==> src/rtl/pwm_multi.sv <==
// ---------------------------------------------------------------------------
// pwm_multi
//
// Multi-channel PWM generator. One shared period counter feeds CHANNELS
// comparators. Each channel has a shadow duty register written by software
// and an active duty register that is only refreshed at a period boundary,
// so a duty change never produces a runt or stretched pulse.
//
// Counting modes (chosen per period, sampled at the boundary):
//   edge-aligned   : 0,1,...,MAX,0            period 2^WIDTH cycles
//   center-aligned : 0,1,...,MAX,MAX-1,...,1,0  period 2*MAX cycles
//
// Optional feature: define PWM_PHASE_STAGGER_EN to offset channel i by
// i*(2^WIDTH/CHANNELS) counts in edge mode. Each channel then reloads its
// active duty on its own local wrap. Center mode ignores the stagger.
//
// Ports:
//   clk          clock
//   rst          synchronous, active-high reset
//   en           run enable; low parks the counter at 0 and forces outputs low
//   center_mode  0 = edge-aligned, 1 = center-aligned (takes effect at boundary)
//   duty_flat    duty per channel, channel i = bits [i*WIDTH +: WIDTH]
//   duty_load    one-cycle strobe capturing duty_flat into the shadow registers
//   dout         registered PWM outputs, one per channel
//   period_end   registered pulse aligned with the last output cycle of a period
// ---------------------------------------------------------------------------
module pwm_multi #(
    parameter int WIDTH    = 8,
    parameter int CHANNELS = 4
) (
    input  logic                      clk,
    input  logic                      rst,
    input  logic                      en,
    input  logic                      center_mode,
    input  logic [CHANNELS*WIDTH-1:0] duty_flat,
    input  logic                      duty_load,
    output logic [CHANNELS-1:0]       dout,
    output logic                      period_end
);

    localparam logic [WIDTH-1:0] MAX  = {WIDTH{1'b1}};
    localparam logic [WIDTH-1:0] ZERO = '0;
    localparam logic [WIDTH-1:0] ONE  = WIDTH'(1);

    typedef enum logic {
        DIR_UP   = 1'b0,
        DIR_DOWN = 1'b1
    } dir_e;

    // Center mode needs MAX-1 to differ from 1 and 0.
    if (WIDTH < 2) begin : gWidthCheck
        $error("pwm_multi: WIDTH must be at least 2");
    end
    if (CHANNELS < 1) begin : gChanCheck
        $error("pwm_multi: CHANNELS must be at least 1");
    end

`ifdef PWM_PHASE_STAGGER_EN
    localparam int STEP = (2 ** WIDTH) / CHANNELS;

    if (((CHANNELS & (CHANNELS - 1)) != 0) || (CHANNELS > 2 ** WIDTH)) begin : gStaggerCheck
        $error("pwm_multi: CHANNELS must be a power of two no greater than 2^WIDTH");
    end
`endif

    logic [WIDTH-1:0]    cnt_q, cnt_d;
    dir_e                dir_q, dir_d;
    logic                modeActive_q, modeActive_d;
    logic [CHANNELS-1:0] dout_q, dout_d;
    logic                periodEnd_q, periodEnd_d;
    logic                boundary;
    logic [CHANNELS-1:0] raw;

    // The period ends on the last count of the period: MAX in edge mode,
    // 1 on the way down in center mode.
    always_comb begin
        if (modeActive_q) begin
            boundary = (dir_q == DIR_DOWN) && (cnt_q == ONE);
        end else begin
            boundary = (cnt_q == MAX);
        end
    end

    // Shared counter. While disabled it is parked at 0 counting up and keeps
    // tracking center_mode, so the first enabled period starts cleanly.
    // In center mode MAX is visited once: the turn-around happens on the
    // edge that leaves MAX.
    always_comb begin
        cnt_d        = cnt_q;
        dir_d        = dir_q;
        modeActive_d = modeActive_q;
        if (!en || boundary) begin
            cnt_d        = ZERO;
            dir_d        = DIR_UP;
            modeActive_d = center_mode;
        end else if (modeActive_q) begin
            if (dir_q == DIR_DOWN) begin
                cnt_d = cnt_q - ONE;
            end else if (cnt_q == MAX) begin
                cnt_d = cnt_q - ONE;
                dir_d = DIR_DOWN;
            end else begin
                cnt_d = cnt_q + ONE;
            end
        end else begin
            cnt_d = cnt_q + ONE;
        end
    end

    for (genvar i = 0; i < CHANNELS; i++) begin : gChan
        logic [WIDTH-1:0] shadow_q, shadow_d;
        logic [WIDTH-1:0] active_q, active_d;
        logic [WIDTH-1:0] dutyIn;
        logic [WIDTH-1:0] lcnt;
        logic             chanBoundary;

        assign dutyIn = duty_flat[i*WIDTH +: WIDTH];

`ifdef PWM_PHASE_STAGGER_EN
        localparam logic [WIDTH-1:0] OFFS = WIDTH'(i * STEP);

        // Edge mode: each channel sees its own rotated count and reloads on
        // its own wrap; the addition wraps naturally at WIDTH bits.
        assign lcnt         = modeActive_q ? cnt_q : (cnt_q + OFFS);
        assign chanBoundary = modeActive_q ? boundary : (lcnt == MAX);
`else
        assign lcnt         = cnt_q;
        assign chanBoundary = boundary;
`endif

        // A load that lands on the reload edge bypasses the shadow so the new
        // duty applies to the period that starts on that very edge.
        always_comb begin
            shadow_d = duty_load ? dutyIn : shadow_q;
            active_d = active_q;
            if (!en || chanBoundary) begin
                active_d = duty_load ? dutyIn : shadow_q;
            end
        end

        // Full-scale duty saturates high so MAX means "always on" rather
        // than leaving a one-count low gap at cnt == MAX.
        assign raw[i] = (active_q == MAX) || (lcnt < active_q);

        always_ff @(posedge clk) begin
            if (rst) begin
                shadow_q <= ZERO;
                active_q <= ZERO;
            end else begin
                shadow_q <= shadow_d;
                active_q <= active_d;
            end
        end
    end

    always_comb begin
        dout_d      = en ? raw : '0;
        periodEnd_d = en && boundary;
    end

    always_ff @(posedge clk) begin
        if (rst) begin
            cnt_q        <= ZERO;
            dir_q        <= DIR_UP;
            modeActive_q <= 1'b0;
            dout_q       <= '0;
            periodEnd_q  <= 1'b0;
        end else begin
            cnt_q        <= cnt_d;
            dir_q        <= dir_d;
            modeActive_q <= modeActive_d;
            dout_q       <= dout_d;
            periodEnd_q  <= periodEnd_d;
        end
    end

    assign dout       = dout_q;
    assign period_end = periodEnd_q;

endmodule

==> config.mk <==
export PLATFORM = sky130hd
export DESIGN_NAME = pwm_multi
export DESIGN_NICKNAME = d
export VERILOG_FILES = /design/src/rtl/pwm_multi.sv
export SDC_FILE = /design/constraint.sdc
export NUM_CORES = 1
export LEC_CHECK = 0
export ABC_AREA = 1
export CAP_MARGIN = 25
export CORE_MARGIN = 1
export CORE_UTILIZATION = 57
export CTS_CLUSTER_DIAMETER = 150
export DETAILED_ROUTE_END_ITERATION = 10
export PLACE_DENSITY = 0.82
export SETUP_SLACK_MARGIN = 0.2
export SKIP_CTS_REPAIR_TIMING = 1
export SLEW_MARGIN = 20
export SYNTH_ARGS = -nofsm -noshare
export SYNTH_HDL_FRONTEND = slang
export SYNTH_SLANG_ARGS = --single-unit
==> constraint.sdc <==
create_clock -name clk -period 1.85 [get_ports clk]
set_clock_uncertainty 0.05 [all_clocks]
set_input_delay 0.185 -clock clk [delete_from_list [all_inputs] [get_ports clk]]
set_output_delay 0.185 -clock clk [all_outputs]
set_load 0.02 [all_outputs]
==> results of run 1 <==
[power groups by stage]
stage | sequential, mW | combinational (mW) | clock (mW)
after global placement | 1.87 | 0.547 | 0
after global routing | 1.84 | 0.700 | 1.20
after CTS | 1.83 | 0.576 | 1.13
after detailed placement | 1.87 | 0.569 | 0
after floorplan | 1.88 | 0.371 | 0
final | 1.83 | 0.616 | 1.12
[final timing paths]
path                                           start                   end  slack (ns)
worst max-delay path                        cnt_q[0]  gChan[1].active_q[4]        0.26
worst min-delay path                     center_mode          modeActive_q        0.33
worst max register to register              cnt_q[0]  gChan[1].active_q[4]        0.26
worst min register to register  gChan[0].shadow_q[0]  gChan[0].shadow_q[0]        0.44
[sequential cells by signal, summed over array words and instances, names as in the netlist]
signal          flops
cnt_q               8
dout                4
period_end          1
gChan.active_q     32
gChan.shadow_q     32
dir_q               1
modeActive_q        1
[critical path, delay by kind of cell, from the launching register on]
family	cells	cell delay, ns
simple gates	5	0.59
flops	1	0.36
buf+inv	3	0.31
fa+ha+maj	1	0.18
[through the flow]
| stage | hold WS (ns) | cell area [um^2] | cells | setup WS (ns) |
|---|---|---|---|---|
| floorplan | 0.226 | 4250 | 638 | 0.257 |
| global placement | 0.421 | 4830 | 772 | 0.221 |
| detailed placement | 0.434 | 4830 | 772 | 0.109 |
| CTS | 0.329 | 4990 | 788 | 0.0870 |
| global route | 0.336 | 5140 | 795 | 0.192 |
| finish | 0.328 | 5140 | 795 | 0.258 |
[layer usage]
| metal | wire, um | vias to the layer above |
|---|---|---|
| met2 | 4920 | 153 |
| met4 | 328 | 0 |
| met5 | 0 | - |
| met3 | 553 | 34 |
| met1 | 4390 | 1811 |
| li1 | - | 2071 |
[area by class of cell]
| cell class | instances | area, um^2 | area share, % |
|---|---|---|---|
| multi-input combinational | 408 | 2080 | 40.5 |
| sequential | 79 | 1590 | 30.9 |
| timing repair buffer | 67 | 711 | 13.8 |
| inverter | 126 | 473 | 9.20 |
| clock buffer | 10 | 128 | 2.48 |
| tap | 99 | 124 | 2.41 |
| clock inverter | 6 | 36.3 | 0.706 |
[logic make-up after synthesis]
| logic type | synth area share (%) |
|---|---|
| and+or+nand+nor | 35.0 |
| buffers and inverters | 14.1 |
| DFF | 37.2 |
| AOI/OAI and AO/OA | 4.36 |
| adders and majority gates | 9.12 |
| xor gates and xnor gates | 0.206 |
[cells in the final DEF (no fill, tap or decap), types with 3 or more instances in the layout]
cell and n:
dfxtp_1 75, buf_4 16, inv_2 3, buf_6 4, o21a_1 4, nor2_2 4, nand3_1 17, o21ai_0 7
dfxtp_2 4, nor4_1 8, inv_1 122, clkbuf_16 3, a21oi_1 23, clkdlybuf4s50_1 41, nand2_1 242, nor2_1 21
nand4_1 33, nand2_2 7, nor3_1 3, clkinv_2 4, ha_1 31, clkbuf_8 9, buf_12 3
==> flow_summary.yaml, run 1 <==
status:
  status: "finished clean"
power:
  power.switching_mw: 1.02
  pwr-share-comb_pct: 17.2
  p_leak_nw: 2.98
  p_int_mw: 2.55
  p_sw_share_pct: 28.6
  p_seq_share_pct: 51.3
  p_clk_share_pct: 31.4
  power_mw: 3.58
  pwr_density_cell_nw_per_um2: 695
  peakVddDrop_v: 0.000567
setup_path:
  cp-start-kind: "flip-flop"
  critPathMostFrequentCell: "inv_1"
  critical_path_class: "flip-flop to flip-flop"
  slowest_delay_ns: 0.36
  reg2reg_depth: 9
  crit_arrival_ns: 1.79
  path_cells: "ha_1 > inv_1 > nor2_4 > nand3_4 > nand3b_4 > buf_6 > nand2_2 > nand2_1 > inv_1"
  crit_fanout: 8
  crit_required_ns: 2.05
  critPathSlowestCell: "dfxtp_2"
  crit_path_end_kind: "flip-flop"
global_route:
  grt_max_degree: 36
  grtUsageMet1_pct: 32.7
  met3_usage_pct: 4.38
  use_met2_pct: 43.5
  grt_usage_pct: 25.9
  antenna_found_initial: 0
  top_usage_layer: "met2"
  grt_pass1_vias: 3585
  grt-ovfl-total: 0
  grt_pass1_wl_mm: 15.8
sta:
  slew_headroom_pct: 76.2
  post-route-period-util_pct: 86.1
  finalSetupViolations: 0
  slew_violations: 0
  fmax_mhz: 628
  final.setup.tns_ns: 0
  fin_crit_ns: 1.59
  worst_slew_pin_slew_ns: 0.358
  rsz0062_at_grt: "false"
  hold_violations: 0
yosys:
  synth.area.top_cells: "dfxtp_1, nand2_1, inv_1"
  synth_cell_types: 26
  synth_top_area_share_pct: 37.2
  syn_inst: 638
  synth.net_count: 706
  yosysMostFrequentCell: "nand2_1"
  syn-mean-instance-area_um2: 6.66
  yosysTopAreaCell: "dfxtp_1"
  synth_edf_count: 0
  seq_area_frac_synth_pct: 37.2
  synth_area_um2: 4250
  synth_flop_cell: "dfxtp_1"
  yosys-top-cells-count: "nand2_1, inv_1, dfxtp_1"
  synth_warnings: 0
  synthArstFlopShare_pct: 0
  ys_seq_elements: 79
die:
  num_rows: 31
  start_util_pct: 58.9
  coreArea_um2: 7210
  dieHeight_um: 88.4
  pin_count: 42
  dieArea_um2: 7810
  die_w_um: 88.4
placed_design:
  numPortBuffers: 41
  dp_hpwl_mm: 6.72
  place_congestion: 0.859
clock_network:
  cts_made_buffers: 9
  cts_tree: "built"
  cts_max_path_buffers: 2
  ctsHtreeMaxLevel: 3
  clock_latency_ns: 0.35
  cts_num_sinks: 79
  clk_pin_slew_ns: 0.08
  root_buffer: "clkbuf_8"
cells_and_area:
  antenna_cells: 0
  areaGrowthSynthToFinish_pct: 21.0
  final_util_pct: 71.3
  nets: 759
  layout-drive-gt1-share_pct: 9.48
  fill_cells: 608
route:
  ant_nets: 0
  route.vias.total: 4069
  drc: 0
  drt-pass1-iter-count: 5
  routed_via_density: 5.12
  drt-total-wl_mm: 10.2
  wl_per_cell_um: 12.8
  drt_iter0_markers: 311
min_path:
  holdPathStages: 3
  min_path_type: "input pin to flip-flop"
flow_run:
  cap_viol_max_count: 0
Note: power is estimated with default switching activity, not from simulation.
==> run 2, diff against run 1 <==
- CORE_UTILIZATION: 57 -> 60
- PLACE_DENSITY: 0.82 -> 0.85
- clock period: 1.85 -> 2 ns (I/O delays scaled with it)
==> run 2 against run 1 <==
Power decreased by 6.8%. Via count decreased by 3.7%. Sequential power decreased by 7%. Critical path depth increased by 1. Sequential share of layout area increased by 0.87 points. Maximum frequency decreased by 5.5%. Clock power about the same. Combinational power decreased by 13%. Critical path type unchanged. Critical endpoint is now gChan[0].active_q[5].
==> flow_summary.yaml, run 2 (synthesis gave the netlist of run 1 again) <==
placed_design:
  placed_cell_area_um2: 4800
  dp_hpwl_mm: 6.93
  place_congestion: 0.982
  numPortBuffers: 41
setup_path:
  regToRegStartpoint: "cnt_q[1]"
  regToRegSetupSlack_ns: 0.31
  critPathLaunch: "cnt_q[1]"
  cp-start-kind: "flip-flop"
  reg2reg_depth: 10
  crit_required_ns: 2.20
  worstReg2RegEnd: "gChan[0].active_q[5]"
  crit_fanout: 19
  crit_path_end_kind: "flip-flop"
  crit_arrival_ns: 1.89
  critical_path_class: "flip-flop to flip-flop"
global_route:
  grt_usage_pct: 27.6
  grt_max_degree: 36
  grt_pass1_wl_mm: 16.0
  grt-ovfl-total: 0
  grt_pass1_vias: 3660
  antenna_found_initial: 0
clock_network:
  cts_tree: "built"
  cts_num_sinks: 79
  cts_max_path_buffers: 2
  ctsHtreeMaxLevel: 3
  clock_latency_ns: 0.36
  cts_made_buffers: 9
  root_buffer: "clkbuf_8"
  clk_pin_slew_ns: 0.08
die:
  pin_count: 42
  dieArea_um2: 7430
  coreArea_um2: 6830
  num_rows: 30
  start_util_pct: 62.2
  dieHeight_um: 86.2
  die_w_um: 86.2
cells_and_area:
  reg_top3: "gChan.active_q x32, gChan.shadow_q x32, cnt_q x8"
  fill_cells: 549
  nets: 749
  layout-drive-gt1-share_pct: 7.46
  final_cell_mix: "nand2_1, inv_1, dfxtp_1, clkdlybuf4s50_1, nand4_1"
  final_common_cell: "nand2_1"
  final_cell_area_um2: 4990
  areaGrowthSynthToFinish_pct: 17.5
  antenna_cells: 0
flow_run:
  cap_viol_max_count: 0
sta:
  hold_violations: 0
  fmax_mhz: 593
  rsz0062_at_grt: "false"
  final.setup.tns_ns: 0
  fin_crit_ns: 1.69
  slew_headroom_pct: 72.4
  finalSetupViolations: 0
  worst_slew_pin_slew_ns: 0.411
  post-route-period-util_pct: 84.3
  slew_violations: 0
route:
  drt-total-wl_mm: 9.33
  drt_iter0_markers: 172
  ant_nets: 0
  drc: 0
  route.vias.total: 3917
  wl_per_cell_um: 12.0
  drt-pass1-iter-count: 6
  routed_via_density: 5.02
min_path:
  holdPathStages: 3
  min_path_type: "input pin to flip-flop"
  hold_end: "modeActive_q"
  worstHoldStart: "center_mode"
power:
  peakVddDrop_v: 0.000593
  p_leak_nw: 2.90
  pwr_density_cell_nw_per_um2: 667
status:
  status: "finished clean"
-- run 2: layer usage --
metal | wire [um] | up-vias | global-route usage, %
met2 | 4480 | 98 | 45.1
li1 | - | 2039 | -
met4 | 287 | 0 | 16.1
met3 | 381 | 27 | 4.48
met5 | 0 | - | 0
met1 | 4180 | 1753 | 34.5
-- run 2: how the worst max path moves through the flow --
stage                                 endpoint  depth (start not counted)  slack [ns]
after floorplan           gChan[1].active_q[0]                          9        0.41
after global placement                cnt_q[3]                         10        0.30
after detailed placement              cnt_q[5]                         10        0.21
after CTS                             cnt_q[5]                         10        0.19
after global routing                  cnt_q[3]                          9        0.21
final                     gChan[0].active_q[5]                         10        0.31
-- run 2: final cells by class --
type	instances	area (um^2)	share of cell area (%)
repair buffers	57	559	11.2
flip-flops and latches	79	1580	31.7
clock buffers	12	165	3.31
clock inverters	2	16.3	0.326
multi-input cells	408	2080	41.6
inverters	126	473	9.47
well taps	96	120	2.41
-- run 2: power by group --
| group | internal, mW | switching (mW) | total [mW] |
|---|---|---|---|
| sequential | 1.67 | 0.0303 | 1.70 |
| clock | 0.541 | 0.556 | 1.10 |
| combinational | 0.224 | 0.309 | 0.533 |
| total | 2.44 | 0.896 | 3.33 |
-- run 2: worst max-delay path: stages, from the launching register on --
cell and delay, ns:
dfxtp_2 0.36, inv_1 0.12, ha_1 0.15, inv_1 0.05, nor2_2 0.14, nand4_4 0.14
nand3b_4 0.19, buf_12 0.18, nand2_1 0.07, nand2_1 0.08, inv_1 0.06
-- run 2: metrics by stage --
stage / worst slack, ns / power [mW] / utilization, % / instances / hold WS [ns]
after floorplan: 0.407 / 2.08 / - / 638 / 0.241
after detailed placement: 0.212 / 2.26 / 70.3 / 766 / 0.451
final: 0.314 / 3.33 / 73.1 / 780 / 0.332
after global routing: 0.207 / 3.51 / 73.1 / 780 / 0.353
after CTS: 0.193 / 3.35 / 72.9 / 780 / 0.322
after global placement: 0.298 / 2.23 / 70.3 / 766 / 0.420
